File: src/rtl/seq_divider32.sv
// Multi-cycle restoring divider: one quotient bit per clock behind a start/busy/done handshake.
// Optional signed mode is enabled by defining SEQ_DIVIDER_SIGNED_EN.
module seq_divider32 #(
  parameter int unsigned WIDTH = 32
) (
  input  logic             clk,
  input  logic             reset,
  input  logic             start,
  input  logic [WIDTH-1:0] A,
  input  logic [WIDTH-1:0] B,
  input  logic             ctl0,
  output logic [WIDTH-1:0] quotient,
  output logic [WIDTH-1:0] remainder,
  output logic             busy,
  output logic             done,
  output logic             DivZero,
  output logic             Overflow
);

  localparam int unsigned CW = $clog2(WIDTH) + 1;

  localparam logic [1:0] S_IDLE = 2'd0;
  localparam logic [1:0] S_RUN  = 2'd1;
  localparam logic [1:0] S_FIN  = 2'd2;

  localparam logic [WIDTH-1:0] MIN_NEG = {1'b1, {(WIDTH-1){1'b0}}};

  logic [1:0]       state, state_n;
  logic [WIDTH-1:0] q_work, q_work_n;
  // Working remainder is always below the divisor between iterations, so its top bit is never stored.
  logic [WIDTH-1:0] r_work, r_work_n;
  logic [WIDTH-1:0] b_work, b_work_n;
  logic [CW-1:0]    count, count_n;
  logic             neg_q, neg_q_n;
  logic             neg_r, neg_r_n;
  logic             dz_pend, dz_pend_n;
  logic             ov_pend, ov_pend_n;
  logic [WIDTH-1:0] quotient_n, remainder_n;
  logic             busy_n, done_n, div_zero_n, overflow_n;

  logic             signed_mode;
  logic [WIDTH-1:0] a_mag, b_mag;
  logic [WIDTH:0]   r_shift, trial;

`ifdef SEQ_DIVIDER_SIGNED_EN
  assign signed_mode = ctl0;
`else
  logic unused_ctl0;
  assign unused_ctl0 = ctl0;
  assign signed_mode = 1'b0;
`endif

  assign a_mag = (signed_mode && A[WIDTH-1]) ? (~A + WIDTH'(1)) : A;
  assign b_mag = (signed_mode && B[WIDTH-1]) ? (~B + WIDTH'(1)) : B;

  // Shift-and-subtract step: R - B formed as R + ~B + 1 over WIDTH+1 bits.
  assign r_shift = {r_work, q_work[WIDTH-1]};
  assign trial   = r_shift + {1'b1, ~b_work} + (WIDTH+1)'(1);

  always_ff @(posedge clk) begin
    if (reset) begin
      state     <= S_IDLE;
      q_work    <= '0;
      r_work    <= '0;
      b_work    <= '0;
      count     <= '0;
      neg_q     <= 1'b0;
      neg_r     <= 1'b0;
      dz_pend   <= 1'b0;
      ov_pend   <= 1'b0;
      quotient  <= '0;
      remainder <= '0;
      busy      <= 1'b0;
      done      <= 1'b0;
      DivZero   <= 1'b0;
      Overflow  <= 1'b0;
    end else begin
      state     <= state_n;
      q_work    <= q_work_n;
      r_work    <= r_work_n;
      b_work    <= b_work_n;
      count     <= count_n;
      neg_q     <= neg_q_n;
      neg_r     <= neg_r_n;
      dz_pend   <= dz_pend_n;
      ov_pend   <= ov_pend_n;
      quotient  <= quotient_n;
      remainder <= remainder_n;
      busy      <= busy_n;
      done      <= done_n;
      DivZero   <= div_zero_n;
      Overflow  <= overflow_n;
    end
  end

  always_comb begin
    state_n     = state;
    q_work_n    = q_work;
    r_work_n    = r_work;
    b_work_n    = b_work;
    count_n     = count;
    neg_q_n     = neg_q;
    neg_r_n     = neg_r;
    dz_pend_n   = dz_pend;
    ov_pend_n   = ov_pend;
    quotient_n  = quotient;
    remainder_n = remainder;
    busy_n      = busy;
    done_n      = 1'b0;
    div_zero_n  = DivZero;
    overflow_n  = Overflow;

    case (state)
      S_IDLE: begin
        if (start) begin
          busy_n = 1'b1;
          if (B == '0) begin
            q_work_n  = '1;
            r_work_n  = A;
            neg_q_n   = 1'b0;
            neg_r_n   = 1'b0;
            dz_pend_n = 1'b1;
            ov_pend_n = 1'b0;
            state_n   = S_FIN;
          end else begin
            q_work_n  = a_mag;
            r_work_n  = '0;
            b_work_n  = b_mag;
            count_n   = '0;
            neg_q_n   = signed_mode && (A[WIDTH-1] ^ B[WIDTH-1]);
            neg_r_n   = signed_mode && A[WIDTH-1];
            dz_pend_n = 1'b0;
            ov_pend_n = signed_mode && (A == MIN_NEG) && (B == '1);
            state_n   = S_RUN;
          end
        end
      end
      S_RUN: begin
        q_work_n = {q_work[WIDTH-2:0], ~trial[WIDTH]};
        r_work_n = trial[WIDTH] ? r_shift[WIDTH-1:0] : trial[WIDTH-1:0];
        count_n  = count + CW'(1);
        if (count == CW'(WIDTH - 1)) begin
          state_n = S_FIN;
        end
      end
      S_FIN: begin
        quotient_n  = neg_q ? (~q_work + WIDTH'(1)) : q_work;
        remainder_n = neg_r ? (~r_work + WIDTH'(1)) : r_work;
        div_zero_n  = dz_pend;
        overflow_n  = ov_pend;
        done_n      = 1'b1;
        busy_n      = 1'b0;
        state_n     = S_IDLE;
      end
      default: begin
        busy_n  = 1'b0;
        state_n = S_IDLE;
      end
    endcase
  end

endmodule

File: config.mk
export PLATFORM = sky130hd
export DESIGN_NAME = seq_divider32
export DESIGN_NICKNAME = d
export VERILOG_FILES = /design/src/rtl/seq_divider32.sv
export SDC_FILE = /design/constraint.sdc
export NUM_CORES = 1
export LEC_CHECK = 0
export CORE_ASPECT_RATIO = 1.1
export CORE_UTILIZATION = 55
export CTS_CLUSTER_SIZE = 8
export DETAILED_ROUTE_END_ITERATION = 10
export HOLD_SLACK_MARGIN = 0.06
export PLACE_DENSITY = 0.83
export RECOVER_POWER = 100
export SLEW_MARGIN = 20
export SYNTH_ARGS = -nofsm -noshare
export SYNTH_HDL_FRONTEND = slang
export SYNTH_SLANG_ARGS = --single-unit
File: constraint.sdc
create_clock -name clk -period 3.8 [get_ports clk]
set_clock_uncertainty 0.05 [all_clocks]
set_input_delay 0.38 -clock clk [delete_from_list [all_inputs] [get_ports clk]]
set_output_delay 0.38 -clock clk [all_outputs]
set_load 0.005 [all_outputs]
==> impl_results.md <==
* Final HPWL from detailed placement at 18.1 mm
* Top achievable clock speed at roughly 280 MHz
* Register area share after synthesis at 37.6%
* Clock Latency Late Sink at around 0.44 ns
* DR pass1 iterations at 8
* R2R Path End: r_work[15]
* Share of power burned in registers at 33.8%
* Ports at 136
* Starting DRT DRC Count at around 830
* H-tree depth at 4
* Hold Path Sink: quotient[21]
* Post-Synthesis Cells at around 1200
* Switching Power at 2.27 mW
* Layout Utilization at between 60% and 70%
* Crit path time final at 3.63 ns
* Clock power share at 29.1%
* Failing checks: design-rule violations, max-capacitance violations, max-slew violations
* Worst Min Path Start: quotient[21]
* CP Data Required Time at slightly above 4 ns
* Yosys top cell area share at 37.6%
* WL final at 25.3 mm
* Worst IR Drop VDD at 414 uV
* Internal power consumption at 3.81 mW
* Largest net degree at the start of global routing at 103
* R2R depth at 10
* CP Cell Sequence: inv_1 -> ha_1 -> a21o_1 -> a211o_1 -> o211a_1 -> or3_1 -> or3b_1 -> nand3_4 -> mux2_1 -> a2111oi_4
* Num CTS Buffers at 17
* Chip width at 125 um
* GPL Wtd Cong at 0.908
* Least-Margin Pin Slew at 1.71 ns
* FF-to-FF setup slack at 0.17 ns
* Register area at 3440 um^2
* Logic pwr share at 37.1%
* Layout cells sized above 1 at 5.74%
* Final setup fails at 0
* Period utilization at 95.4%
* Hold-critical path depth at 2
* Leakage power at 4.37 nW
* Max-slew headroom at -14.6%
* Netlist cell types at 68
* Setup Crit Path Kind: flop to flop
* Mapped cell area at 9160 um^2
* Crit path launch type: flop
* Synth Register Bits at 172
* CP Capture Type: flop
* Clock-pin slew on the worst setup and hold paths at 0.07 ns
* Fin nets at between 1000 and 1500
* Routed Antenna Nets at 0
* Critical path's slowest cell: or3_1
* CTS sink cnt at 172
* Mapped Nets at 1329
* Post-synth top flop: dfxtp_1
* Die Footprint at 17200 um^2
* Total track usage at 29.7%
* Fill cell count at 1403
* Starting Density at approximately 56%
* Port-buffer cells at 133
* Min-Delay Path Class: flop to flop
* Cts hold-fix bufs at 0
* Place WS at 0.299 ns
* Hold Violations, Final at 0
* Layout area overhead at 21.6%
* Congestion Overflow GR at 0
* Vias post-DR at 9028
* Ant diodes at 0
* RSZ-0062 raised after global routing: no
* Std cell rows at 49
* CTS Buffer Depth at 2
* Top post-synthesis cells by area: dfxtp_1 38%, nand2_1 12%, a21oi_1 9.2%
* Critical path peak fanout at 14
* Post-DR vias/cell at 5.91
* TritonCTS clock tree: done
* Die extent in y at approximately 140 um
* CTS Root Buffer Type: clkbuf_16
* Crit path DAT at around 3.9 ns
* Vias in the first global route at 8064
* Post-CTS Setup Inserts at 0
* R2R Path Start: b_work[5]
* Worst setup margin at 0.174 ns
* Syn_area_per_cell at between 7 and 8 um^2
* First-pass GRT wire length at 40.7 mm
* Average wire per standard cell at roughly 17 um
* Outcome: finished, violations left
* Final Max Tran Viols at between 50 and 60
* Initial antenna violation count at 0
* Post-synth ARST share at 0%
* Core ar. at 16300 um^2
* CP max stage delay at around 0.48 ns
* Synth warn at 0
* Multi-input gate area at about 5200 um^2
* Cell taking the most area after synthesis: dfxtp_1
* Number of max-cap violations at 1
* # resized after CTS at 0
* PD cells at 547 nW/um^2
* Post-synth EDFFs at 0
* Setup TNS at 0 ns
* DRC Markers at 26
* Sw Ratio at 37.4%
## registers in the layout (all words and copies together) (netlist names)
register   flops
b_work        32
count          6
busy           1
remainder     32
DivZero        1
q_work        32
r_work        32
dz_pend        1
done           1
state          2
quotient      32
## layout make-up
type / instances / share of cell area [%]
Multi-Input combinational cell: 928 / 46.7
Sequential cell: 172 / 30.9
Timing Repair Buffer: 155 / 13.5
Clock buffer: 18 / 3.95
Tap cell: 204 / 2.29
Clock inverter: 13 / 1.38
Inverter: 37 / 1.25
## per-stage QoR
step	area [um^2]	power (mW)	cells	hold slack [ns]
3_5_place_dp	10600	4.34	1496	0.396
6_report	11100	6.09	1527	0.399
2_1_floorplan	9160	3.82	1227	0.382
3_3_place_gp	10600	4.33	1496	0.388
5_1_grt	11100	6.39	1527	0.419
4_1_cts	11200	6.09	1527	0.406
## kinds of logic (layout without fill, tap and decap cells)
group                      count (synthesis)  count (layout)  synth area share [%]
AOI/OAI and AO/OA                        369             369                  24.9
xor gates and xnor gates                  27              27                  2.58
adders and majority gates                 34              34                  4.73
buffers and inverters                    127             223                  5.73
DFF                                      172             172                  37.6
muxes                                     11              11                  1.46
other                                      1               1                0.0410
and+or+nand+nor                          486             486                  22.9
## power groups by stage
stage	Clock, mW	Combinational (mW)	Sequential (mW)
global route	1.86	2.46	2.07
detailed placement	0	2.25	2.09
CTS	1.78	2.27	2.05
floorplan	0	1.78	2.03
finish	1.77	2.26	2.06
global placement	0	2.24	2.09
## routing by layer
layer | vias up | track usage (%) | routed length, um | share of wire, %
li1 | 4451 | - | - | -
met1 | 4149 | 41.0 | 11400 | 45
met2 | 382 | 47.5 | 11500 | 45
met3 | 46 | 5.05 | 1880 | 7.4
met4 | 0 | 9.42 | 474 | 1.9
met5 | - | 0 | 0 | 0
## cells in the mapped netlist, drive strengths merged, types with 3 or more instances
| cell type | number |
|---|---|
| o21a | 4 |
| nand2 | 288 |
| a311oi | 3 |
| or3 | 6 |
| nor2 | 90 |
| nor3b | 4 |
| o21ai | 59 |
| a31o | 4 |
| nor4 | 13 |
| a2111oi | 3 |
| dfxtp | 172 |
| mux2i | 4 |
| and3 | 8 |
| buf | 17 |
| nand4 | 14 |
| nand3 | 13 |
| mux2 | 7 |
| o211ai | 6 |
| a21o | 10 |
| clkbuf | 73 |
| inv | 37 |
| o21bai | 3 |
| xor2 | 11 |
| nor3 | 22 |
| nand2b | 10 |
| a21oi | 169 |
| a211oi | 55 |
| and2 | 8 |
| ha | 33 |
| a31oi | 24 |
| a221oi | 8 |
| xnor2 | 16 |
| o211a | 3 |
## placed cells by master, fill, tap and decap left out, types with 3 or more instances in the layout
cell / n
a211oi_1: 51
a211oi_2: 4
a21o_1: 10
a21oi_1: 169
a221oi_1: 8
a311oi_1: 3
a31o_2: 4
a31oi_1: 24
and2_1: 7
and3_1: 8
buf_4: 16
clkbuf_16: 17
clkbuf_2: 3
clkdlybuf4s50_1: 64
clkinv_4: 3
dfxtp_1: 172
dlygate4sd3_1: 68
ha_1: 33
inv_1: 37
inv_6: 5
mux2_1: 4
mux2_2: 3
mux2i_1: 4
nand2_1: 287
nand2b_1: 10
nand3_1: 12
nand4_1: 14
nor2_1: 86
nor3_1: 21
nor3b_1: 3
nor4_1: 12
o211a_1: 3
o211ai_1: 5
o21a_1: 4
o21ai_0: 57
o21bai_1: 3
or3_1: 6
xnor2_1: 16
xor2_1: 11
## critical path: cells and delay by family (launching register included)
kind	cells	cell delay, ns
DFF	1	0.33
muxes	1	0.40
buffers and inverters	1	0.05
and+or+nand+nor	3	1.14
AOI/OAI and AO/OA	4	1.19
adders and majority gates	1	0.35
## worst max path at each step
stage	from	to	slack, ns	depth (start not counted)
5_1_grt	b_work[5]	r_work[15]	0.06	10
6_report	b_work[5]	r_work[15]	0.17	10
3_5_place_dp	b_work[5]	r_work[15]	0.30	10
4_1_cts	b_work[5]	r_work[15]	0.25	10
3_3_place_gp	b_work[5]	r_work[15]	0.34	10
2_1_floorplan	b_work[5]	r_work[15]	0.56	12
(Power assumes the default switching activity.)
